[src/rtl/xbar_defs.sv]
// xbar_defs: shared helpers for the NxN crossbar.
// Provides the destination-width function dst_w(), the flit-slice macro
// `XBAR_SLICE(vec, k, w) and the "no valid index" marker XBAR_DST_INVALID.
`ifndef XBAR_DEFS_SV
`define XBAR_DEFS_SV
`define XBAR_SLICE(vec, k, w) vec[(k)*(w) +: (w)]
package xbar_defs;
    localparam int unsigned XBAR_DST_INVALID = 32'hFFFF_FFFF;
    function automatic int dst_w(input int n);
        return (n <= 1) ? 1 : $clog2(n);
    endfunction
endpackage
`endif

[src/rtl/rr_arbiter.sv]
// rr_arbiter: round-robin arbiter, winner is first requester at or after ptr_i.
// Ports: req_i  [N]   request vector
//        ptr_i  [IW]  highest-priority index
//        en_i         grants are issued only when set
//        gnt_o  [N]   one-hot grant (zero when en_i=0 or no request)
//        gnt_idx_o    winner index, all-ones when nobody requests
module rr_arbiter
    import xbar_defs::*;
#(
    parameter int N = 5,
    localparam int IW = dst_w(N)
) (
    input  logic [N-1:0]  req_i,
    input  logic [IW-1:0] ptr_i,
    input  logic          en_i,
    output logic [N-1:0]  gnt_o,
    output logic [IW-1:0] gnt_idx_o
);
    logic found;
    int   j;

    always_comb begin
        gnt_o     = '0;
        gnt_idx_o = IW'(XBAR_DST_INVALID);
        found     = 1'b0;
        j         = 0;
        for (int k = 0; k < N; k++) begin
            j = int'(ptr_i) + k;
            if (j >= N) j = j - N;
            if (!found && req_i[j]) begin
                found     = 1'b1;
                gnt_idx_o = IW'(j);
                gnt_o[j]  = en_i;
            end
        end
    end
endmodule

[src/rtl/nxn_arb_crossbar.sv]
// nxn_arb_crossbar: NxN crossbar, round-robin per output, 1-cycle register slice per output.
// Ports: clk_i, rst_ni (async active-low)
//        data_i/dst_i/valid_i  flattened input flits, destinations, valids
//        ready_o               per-input grant (accepted this cycle)
//        data_o/valid_o        flattened registered output flits and valids
//        ready_i               downstream accept per output
//        last_i                packet tail flag per input (only with XBAR_PKT_LOCK_EN)
// Macro XBAR_PKT_LOCK_EN: lock an output to one input until that input's tail flit passes.
module nxn_arb_crossbar
    import xbar_defs::*;
#(
    parameter int DATA_W = 8,
    parameter int PORT_N = 5
) (
    input  logic                          clk_i,
    input  logic                          rst_ni,
    input  logic [PORT_N*DATA_W-1:0]      data_i,
    input  logic [PORT_N*dst_w(PORT_N)-1:0] dst_i,
    input  logic [PORT_N-1:0]             valid_i,
    output logic [PORT_N-1:0]             ready_o,
`ifdef XBAR_PKT_LOCK_EN
    input  logic [PORT_N-1:0]             last_i,
`endif
    output logic [PORT_N*DATA_W-1:0]      data_o,
    output logic [PORT_N-1:0]             valid_o,
    input  logic [PORT_N-1:0]             ready_i
);
    localparam int DST_W = dst_w(PORT_N);

    logic [PORT_N-1:0] gnt [PORT_N];

    // Each input addresses a single output, so at most one gnt[o][i] is set per i.
    always_comb begin
        ready_o = '0;
        for (int o = 0; o < PORT_N; o++)
            for (int i = 0; i < PORT_N; i++)
                ready_o[i] = ready_o[i] | gnt[o][i];
    end

    for (genvar o = 0; o < PORT_N; o++) begin : g_out
        logic [PORT_N-1:0] req;
        logic [DST_W-1:0]  ptr, idx, ptr_nxt;
        logic [DATA_W-1:0] win, d_q;
        logic              v_q, load;
`ifdef XBAR_PKT_LOCK_EN
        logic              locked;
        logic [DST_W-1:0]  owner;
`endif

        assign load    = !v_q || ready_i[o];
        assign ptr_nxt = (idx == DST_W'(PORT_N - 1)) ? '0 : idx + DST_W'(1);
        assign valid_o[o] = v_q;
        assign `XBAR_SLICE(data_o, o, DATA_W) = d_q;

        // Out-of-range destinations never match any o, so such inputs never request.
        always_comb begin
            req = '0;
            for (int i = 0; i < PORT_N; i++) begin
                req[i] = valid_i[i] && (`XBAR_SLICE(dst_i, i, DST_W) == DST_W'(o));
`ifdef XBAR_PKT_LOCK_EN
                if (locked && DST_W'(i) != owner) req[i] = 1'b0;
`endif
            end
        end

        always_comb begin
            win = '0;
            for (int i = 0; i < PORT_N; i++)
                if (gnt[o][i]) win = `XBAR_SLICE(data_i, i, DATA_W);
        end

        rr_arbiter #(.N(PORT_N)) u_arb (
            .req_i     (req),
            .ptr_i     (ptr),
            .en_i      (load),
            .gnt_o     (gnt[o]),
            .gnt_idx_o (idx)
        );

        always_ff @(posedge clk_i or negedge rst_ni) begin
            if (!rst_ni) begin
                v_q    <= 1'b0;
                d_q    <= '0;
                ptr    <= '0;
`ifdef XBAR_PKT_LOCK_EN
                locked <= 1'b0;
                owner  <= '0;
`endif
            end else if (|gnt[o]) begin
                v_q <= 1'b1;
                d_q <= win;
`ifdef XBAR_PKT_LOCK_EN
                if (last_i[idx]) begin
                    ptr    <= ptr_nxt;
                    locked <= 1'b0;
                end else begin
                    locked <= 1'b1;
                    owner  <= idx;
                end
`else
                ptr <= ptr_nxt;
`endif
            end else if (ready_i[o]) begin
                v_q <= 1'b0;
            end
        end
    end
endmodule
[config.mk]
export PLATFORM = sky130hd
export DESIGN_NAME = nxn_arb_crossbar
export DESIGN_NICKNAME = d
export VERILOG_FILES = /design/src/rtl/xbar_defs.sv /design/src/rtl/rr_arbiter.sv /design/src/rtl/nxn_arb_crossbar.sv
export SDC_FILE = /design/constraint.sdc
export NUM_CORES = 1
export LEC_CHECK = 0
export ABC_CLOCK_PERIOD_IN_PS = 5000
export BUFFER_PORTS_ARGS = -buffer_cell sky130_fd_sc_hd__buf_2
export CORE_ASPECT_RATIO = 1.4
export CORE_UTILIZATION = 33
export CTS_CLUSTER_DIAMETER = 100
export CTS_CLUSTER_SIZE = 30
export DETAILED_ROUTE_END_ITERATION = 10
export GPL_TIMING_DRIVEN = 0
export PLACE_DENSITY = 0.49
export REMOVE_ABC_BUFFERS = 1
export SETUP_SLACK_MARGIN = 0.1
export SYNTH_ARGS = -nofsm -noshare
export SYNTH_HDL_FRONTEND = slang
export SYNTH_SLANG_ARGS = --single-unit
[constraint.sdc]
create_clock -name clk_i -period 5 [get_ports clk_i]
set_input_delay 0.75 -clock clk_i [delete_from_list [all_inputs] [get_ports clk_i]]
set_output_delay 0.75 -clock clk_i [all_outputs]
set_load 0.02 [all_outputs]
Yosys cells after proc, flatten, opt, wreduce, memory -nomap -nowiden
Index checks and enable logic that the tools add are counted.
W data, S select, Z words.

word-level totals
  output and inout port bits = 50
  input bits = 67
  latch bits = 0
  memories = 0
  bits in registers = 60
  ROM bits = 0
  bits in writable memories = 0
  word-level logic and storage cells = 585

operators by class
  shift operators = 0
  div/mod/pow operators = 0
  multiplexer cells = 280
  bitwise operators = 25
  reductions and logical operators = 115
  order comparisons = 75
  $mul = 0
  equality and inequality tests = 25
  add/sub/neg operators = 50

operators with widths
  operator                 number
  $ge A32 B1 Y1 const B    25
  $lt A32 B5 Y1 const B    25
  $mux W32                 25
  $ge A32 B4 Y1 const B    20
  $sub A32 B4 Y32 const B  20
  $mux W8                  25
  $mux W5                  25
  $mux W1                  105
  $bwmux W5                20
  $mux W3                  30
  $bmux W1 S3              25
  $demux W1 S3             25
  $logic_and A1 B1 Y1      70
  $add A3 B2 Y4 const B    10
  $eq A3 B2 Y1 const B     10
  $eq A3 B3 Y1 const B     10
  $and A5 B5 Y5            5
  $logic_not A1 Y1         25
  $reduce_or A5 Y1         5
  $add A3 B1 Y4 const B    5
  $add A3 B3 Y4 const B    5
  $or A1 B1 Y1             20
  $sub A3 B3 Y4 const B    5
  $add A3 B1 Y3 const B    5
  other kinds (5)          25

Depth between registers and ports, before layout
Gate-level depths: netlist of the first run.

  word-level depth = 23
  depth in mapped cells = 22
  gate-level depth less buffers = 18

Hierarchy
From an unflattened synthesis of the first run, not the netlist that was laid out.

second synthesis, totals
  cells, all modules = 1852
  area total of the unflattened synthesis = 13610.6 um^2

by module, submodules not included
  module                           times used  area an instance (um^2)  sequential area each (um^2)  cells each
  rr_arbiter (g_out[0].u_arb ...)  4           1851.8                   0.0                          274
  nxn_arb_crossbar                 1           4536.9                   1501.4                       514
  rr_arbiter (g_out[3].u_arb)      1           1666.6                   0.0                          242

Worst setup path before layout of the first run
OpenSTA, ideal clock, no wires.

  path type = flip-flop to output port
  start point = register g_out[1].ptr[0]
  end point = output port ready_o[2]
  cell stages (with the launch flop) = 16
  required time = 4.250 ns
  data arrival time = 4.301 ns
  path buffers = 3
  slack = -0.051 ns
  cell sequence = dfrtp_1 -> buf_2 -> inv_1 -> clkbuf_1 -> ha_1 -> fa_1 -> a21boi_2 -> mux2i_2 -> mux2i_1 -> o221ai_1 -> a221oi_1 -> nand4_1 -> a41oi_1 -> clkbuf_1 -> nor4_1 -> nand2_1

on the way
  word-level cells in the longest chain between the ends = 22
  elaborated cells on any way between the ends = 85
  those cells by class = 9 x add/sub; 15 x order compare; 43 x mux; 5 x bitwise; 13 x reduce/logical

RTL lines
  what                                                                      RTL line                 RTL
  start, declared                                                           nxn_arb_crossbar.sv:42   logic [DST_W-1:0] ptr, idx, ptr_nxt;
  start signal, assigned                                                    nxn_arb_crossbar.sv:101  ptr <= ptr_nxt;
  parallel branches: the longest is 17 deep, another holds $sub A32 B4 Y32  n/a
  $mux W5 *                                                                 rr_arbiter.sv:30         if (!found && req_i[j]) begin
  $or A1 B1 Y1 * (4 in a row)                                               nxn_arb_crossbar.sv:37   ready_o[i] = ready_o[i] | gnt[o][i];
  end, declared                                                             nxn_arb_crossbar.sv:20   output logic [PORT_N-1:0] ready_o,

Mark *: on every way between the ends. The select of a mux whose other input is x is not followed.

Worst setup path in the final report of the first run
  start point = register g_out[4].ptr[0]
  end point = output port ready_o[0]

on the way
  word-level cells in the longest chain between the ends = 19
  elaborated cells on any way between the ends = 82
  those cells by class = 9 x add/sub; 15 x order compare; 43 x mux; 2 x bitwise; 13 x reduce/logical

RTL lines
  what                                                                      RTL line
  start, declared                                                           nxn_arb_crossbar.sv:42
  start signal, assigned                                                    nxn_arb_crossbar.sv:101
  parallel branches: the longest is 17 deep, another holds $sub A32 B4 Y32  n/a
  $mux W5 *                                                                 rr_arbiter.sv:30
  $or A1 B1 Y1 *                                                            nxn_arb_crossbar.sv:37

Marks and branches as above.

==> results.ini, run 1 <==
[run_status]
outcome = completed

[finish]
fin_nets = 2228
post-route-util_pct = 44.9
diodes = 0
nFillCells = 4028
area_delta_synth_final_pct = 33.3
drive_gt1_share_pct = 30.4

[worst_setup_path]
critPathMaxStageDelay_ps = 520
path_cells = clkinvlp_4, ha_4, fa_2, a21bo_4, mux2_4, mux2i_4, a22oi_2, nor2_2, or4_4, o311ai_4, o21ai_4, nand3_2, or4_4, buf_6
timing.rr.end = g_out[3].ptr[0]
r2r_slack_ps = 310
r2r_cells = 14
critical_path_class = reg2out
path_delay_family = compound AO/OA/AOI/OAI gates
reg2reg_from = g_out[3].ptr[1]
cp_num_buf_inv = 2
cp.arrival_ps = 4140
crit_top_cell = or4_4
crit_slowest_cell = or4_4
cp_max_fo = 7
required_ps = 4250
critPathCaptureType = output pin
critPathLaunchType = flop

[clocking]
cts_buffer_depth = 2
clock-sinks = 60
hold_buffers = 0
clockRootBuffer = clkbuf_16
clk_pin_slew_ps = 60
cts_made_buffers = 9
clk_latency_ps = 340
htreeDepth = 3
cts_tree = built

[timing]
worst_pin_slew_ps = 1430
setup_tns_ps = 0
hold_viol_final = 0
post-route-period-util_pct = 97.7
setup_viol = 0
clock-skew-final_ps = 5.51
finalCriticalPeriod_ps = 4890
fmax_mhz = 205
slew_headroom_pct = 4.66
final_max_slew_viol_count = 0
rsz0062_at_grt = yes

[grt]
grt_pass1_wl_um = 93000
grt-ovfl-total = 0
antenna_found_initial = 0
grt_usage_pct = 29.6
grt_start_max_net_pins = 61
first_global_vias = 15600

[detailed_routing]
first_iter_violations = 1282
drt_wl_total_um = 62800
drt_pass1_iterations = 5
drc = 0
routedWlPerCell_um = 24.3
viasPerCell = 6.32
drtAntennaViolNets = 0
vias = 16300

[place]
place.gp.congestion = 0.976
dp_hpwl_um = 44800
io_buffers = 116

[die]
die_w_um = 172
rows = 86
io_pins = 117
core_area_sq_um = 39500
die_h_um = 239
die_area_sq_um = 41100
start_util_pct = 33.7

[logic_synthesis]
synth_edf_count = 0
yosysUniqueCellTypes = 113
yosys_warnings = 0
synthCells = 1835
synth_fa_ha_area_share_pct = 10.9
synth_simple_gate_area_share_pct = 30.6
synth_top_family_by_area = compound AO/OA/AOI/OAI gates
synth.top_cell.area_share_pct = 11.3
ys_seq_area_share_pct = 11.3
synth_top_area_cell = dfrtp_1
yosys_register_bits = 60
synth_async_sr_flop_share_pct = 100
synth_xor_area_share_pct = 2.37
ys.flop_type = dfrtp_1
synth_area_leaders = dfrtp_1, ha_1, nand2_1
mappedNetlistArea_sq_um = 13300
synth.avg_cell_area_sq_um = 7.25
synth-compound-area-share_pct = 34.0
synth_mux_area_share_pct = 5.20

[hold_path]
hp-class = in2async

[flow_run]
drv_cap = 0

[placed cells by master (no fill, tap or decap), drive strengths merged, types with 21 or more instances in the layout]
master	synthesis	layout
ha	108	108
inv	83	70
nand2	180	180
nand2b	50	50
or3	21	21
nand4	32	32
a21oi	119	119
nand3	46	46
a211oi	30	30
nor2	133	133
o21ai	87	87
nor2b	28	28
a31oi	54	54
dfrtp	60	60
o22ai	26	26
and2	30	30
nor4	36	36
xnor2	31	31
a22oi	28	28
buf	40	292
nor3	68	68
o31ai	40	40
mux2i	53	53
a21boi	26	26
[cell families (layout without fill, tap and decap cells)]
group                      after synthesis  in the layout
DFF                                     60             60
AOI/OAI and AO/OA                      631            631
and+or+nand+nor                        753            753
adders and majority gates              113            113
xor gates and xnor gates                36             36
muxes                                   67             67
buffers and inverters                  175            393
[registers in the layout, summed over array words and instances (netlist names)]
| register | flops |
|---|---|
| g_out.ptr | 15 |
| g_out.v_q | 5 |
| g_out.d_q | 40 |
[what timing repair did]
item / CTS / global route
buffers inserted: 122 / 51
gates resized for setup: 226 / 146
setup endpoints to repair: 65 / 39
pin swaps: 36 / 55
[synth_stat cells, types with 31 or more instances]
cell type and instances:
nand4_1 31, a31oi_1 53, clkbuf_1 50, a21oi_1 115
nor3_1 67, xnor2_1 31, mux2i_1 52, nand2b_1 49
ha_1 108, inv_1 82, nor4_1 36, nand3_1 45
nor2_1 132, o21ai_0 81, nand2_1 180, dfrtp_1 60
o31ai_1 39
[per-layer routing]
| layer | track usage (%) | share of wire [%] | vias up | wire length, um |
|---|---|---|---|---|
| li1 | - | - | 7497 | - |
| met1 | 33.1 | 38 | 7921 | 23800 |
| met2 | 52.3 | 50 | 652 | 31200 |
| met3 | 3.42 | 5.0 | 237 | 3140 |
| met4 | 19.6 | 7.5 | 0 | 4720 |
| met5 | 0 | 0 | - | 0 |
[metrics by stage]
step                      std cells  area (sq um)  hold slack [ps]  worst slack, ps
after floorplan                1745         12900              454             -483
after global placement         2389         14100              520            -2370
after detailed placement       2392         14200              517            -2300
after CTS                      2530         16600              526             99.1
after global routing           2581         17700              549             50.1
final                          2581         17700              506              113
[worst reg2reg max path, stage by stage, from the launching register on]
cell and delay [ps]:
dfrtp_2 470, clkinvlp_4 160, buf_4 190, ha_2 330, a21boi_4 290, mux2i_4 340
mux2i_2 280, buf_4 150, o32a_1 160, o21ai_2 110, or4b_4 580, a31oi_4 290
nand2b_2 470, or2_2 380, mux2_2 370
[area by class of cell]
type / count / area (sq um) / area share, %
timing repair buffer: 292 / 2010 / 11.4
clock buffer: 9 / 225 / 1.27
sequential: 60 / 1550 / 8.72
multi-input combinational: 1600 / 12800 / 72.1
inverter: 85 / 383 / 2.16
clock inverter: 7 / 115 / 0.649
tap: 528 / 661 / 3.73
[how the worst max path moves through the flow]
stage | from | endpoint | slack (ps) | depth (start not counted)
after floorplan | g_out[1].ptr[0] | ready_o[2] | -480 | 12
after global placement | g_out[3].ptr[0] | g_out[3].ptr[0] | -2370 | 12
after detailed placement | g_out[3].ptr[0] | g_out[3].ptr[0] | -2300 | 12
after CTS | g_out[1].ptr[2] | ready_o[0] | 100 | 12
after global routing | g_out[3].ptr[0] | ready_o[0] | 50 | 11
final | g_out[4].ptr[0] | ready_o[0] | 110 | 14
Power of run 1 is left out: the tool's default activity adds up to more than one toggle a clock period on the data nets, which glitch-free logic cannot reach.
==> run 2, diff against run 1 <==
- BUFFER_PORTS_ARGS: -buffer_cell sky130_fd_sc_hd__buf_2 -> -buffer_cell sky130_fd_sc_hd__buf_4
==> run 2 against run 1 <==
Via count is 0.71% higher. Core utilization down 0.55 points. Register-to-register slack worse by 80 ps. Global-route usage rose by 1.0 points. Sequential share of layout area rose by 0.12 points. Die area did not move. Largest cell class unchanged. Highest routed layer unchanged.
==> results.ini, run 2 (same netlist as run 1, synthesis figures left out) <==
[detailed_routing]
highest_layer = met4  ; unchanged
drc = 0  ; unchanged
drt_pass1_iterations = 7  ; was 5
first_iter_violations = 1492  ; was 1282
wl_met3_um = 3990  ; was 3140 um
vias = 16400  ; was 16300
m1WireLength_um = 24700  ; was 23800 um
dr_wl_met2_um = 31700  ; was 31200 um
viasPerCell = 6.39  ; was 6.32
drt_wl_total_um = 64500  ; was 62800 um
drtAntennaViolNets = 0  ; unchanged
routedWlPerCell_um = 25.1  ; was 24.3 um

[clocking]
cts_tree = built  ; unchanged
cts_made_buffers = 9  ; unchanged
clock-sinks = 60  ; unchanged
clk_pin_slew_ps = 60  ; about the same
clockRootBuffer = clkbuf_16  ; unchanged
cts_buffer_depth = 2  ; unchanged
clk_latency_ps = 360  ; was 340 ps
htreeDepth = 3  ; unchanged
hold_buffers = 0  ; unchanged

[grt]
grt-ovfl-total = 0  ; unchanged
grt_start_max_net_pins = 61  ; unchanged
grt_pass1_wl_um = 95400  ; was 93000 um
grt_usage_pct = 30.6  ; was 29.6%
antenna_found_initial = 2  ; was 0
first_global_vias = 15700  ; was 15600

[finish]
fin_nets = 2215  ; was 2228
top_regs = g_out.d_q (40), g_out.ptr (15), g_out.v_q (5)  ; unchanged
top_register = g_out.d_q  ; unchanged
final_common_cell = buf_4  ; was nand2_1
area_delta_synth_final_pct = 31.7  ; was 33.3%
drive_gt1_share_pct = 28.5  ; was 30.4%
largest_register_ffs = 40  ; unchanged
layout_common_cells = buf_4, nand2_1, nor2_1  ; was nand2_1, buf_4, nor2_1

[worst_setup_path]
crit_top_cell = buf_4  ; was or4_4
critPathMaxStageDelay_ps = 540  ; was 520 ps
crit_slowest_cell = or4_4  ; unchanged
critical_path_class = reg2out  ; unchanged
cp.arrival_ps = 4200  ; was 4140 ps
required_ps = 4250  ; about the same
path_cells = clkinvlp_4, buf_4, buf_4, fa_1, nand2b_1, o2bb2ai_4, mux2i_2, o31ai_4, a31o_2, a41oi_1, o221a_2, nor2_1, or4_4, buf_4  ; was clkinvlp_4, ha_4, fa_2, a21bo_4, mux2_4, mux2i_4, a22oi_2, nor2_2, or4_4, o311ai_4, o21ai_4, nand3_2, or4_4, buf_6
critPathLaunchType = flop  ; unchanged
cp_max_fo = 8  ; was 7
critPathCaptureType = output pin  ; unchanged

[place]
place.gp.congestion = 0.963  ; was 0.976
dp_hpwl_um = 45600  ; was 44800 um
io_buffers = 116  ; unchanged

[timing]
hold_ws_ps = 511  ; was 506 ps
fmax_mhz = 202  ; was 205 MHz
setup_viol = 0  ; unchanged
worst_pin_slew_ps = 1360  ; was 1430 ps
hold_viol_final = 0  ; unchanged
slew_headroom_pct = 9.37  ; was 4.66%
post-route-period-util_pct = 99.0  ; was 97.7%
finalCriticalPeriod_ps = 4950  ; was 4890 ps
clock-skew-final_ps = 10.5  ; was 5.51 ps
final_max_slew_viol_count = 0  ; unchanged
rsz0062_at_grt = yes  ; unchanged

[run_status]
outcome = completed  ; unchanged

[die]
rows = 86  ; unchanged
core_area_sq_um = 39500  ; unchanged
io_pins = 117  ; unchanged
die_h_um = 239  ; unchanged
die_w_um = 172  ; unchanged
die_area_sq_um = 41100  ; unchanged
start_util_pct = 33.7  ; unchanged

[flow_run]
drv_cap = 0  ; unchanged

[hold_path]
hp-class = in2async  ; unchanged

## run 2: cell count changes in the layout (fill, tap and decap cells not counted), moves of 4 or more
cell,change
buf_2,-111
buf_4,+106
buf_6,-7
mux2i_2,+7
ha_1,+6
mux2i_4,-6
ha_4,-5
o21ai_0,+5
nor4_2,-4
xnor2_2,-4
## run 2: final cells by class
class | instances | area, sq um
Clock buffer | 9 | 225
Multi-Input combinational cell | 1600 | 12500
Antenna cell | 2 | 5.00
Clock inverter | 7 | 75.1
Inverter | 85 | 388
Timing Repair Buffer | 279 | 2150
Tap cell | 528 | 661
Fill cell | 4032 | 22000
Sequential cell | 60 | 1550
## run 2: repair_timing
action / CTS / global route
resized for setup: 224 / 86
pin swaps: 37 / 32
setup endpoints to repair: 65 / 34
buffers inserted: 119 / 42
## run 2: routing by layer
layer,vias up,GRT usage (%)
met3,234,5.49
met5,-,0
met1,7976,34.4
met4,0,18.7
li1,7479,-
met2,734,53.2
## run 2: critical path: cells and delay by family, from the launching register on
family	cells	cell delay, ps
AOI/OAI and AO/OA	5	1170
and+or+nand+nor	3	790
buffers and inverters	4	670
adders and majority gates	1	480
DFF	1	430
muxes	1	310
## run 2: final timing paths
check / end / slack, ps / cells after the start / startpoint
setup / recovery: ready_o[0] / 50 / 14 / g_out[2].ptr[1]
min in group clk_i: g_out[4].d_q[3] / 570 / 1 / g_out[4].d_q[3]
hold reg to reg: g_out[4].d_q[3] / 570 / 1 / g_out[4].d_q[3]
setup reg to reg: g_out[0].ptr[1] / 230 / 14 / g_out[0].ptr[0]
max in group asynchronous: g_out[3].ptr[2] / 3790 / 1 / rst_ni
hold / removal: g_out[3].d_q[6] / 510 / 1 / rst_ni
## run 2: stage by stage
step,setup TNS (ps),setup slack [ps],instances,utilization [%],area [sq um]
2_1_floorplan,-2090,-483,1745,-,12900
3_3_place_gp,-100600,-2530,2389,36.5,14400
3_5_place_dp,-91210,-2210,2392,36.6,14500
4_1_cts,0,69.4,2526,42.4,16800
5_1_grt,-178,-76.8,2570,44.3,17500
6_report,0,50.3,2570,44.3,17500
Power of run 2 is left out for the same reason.
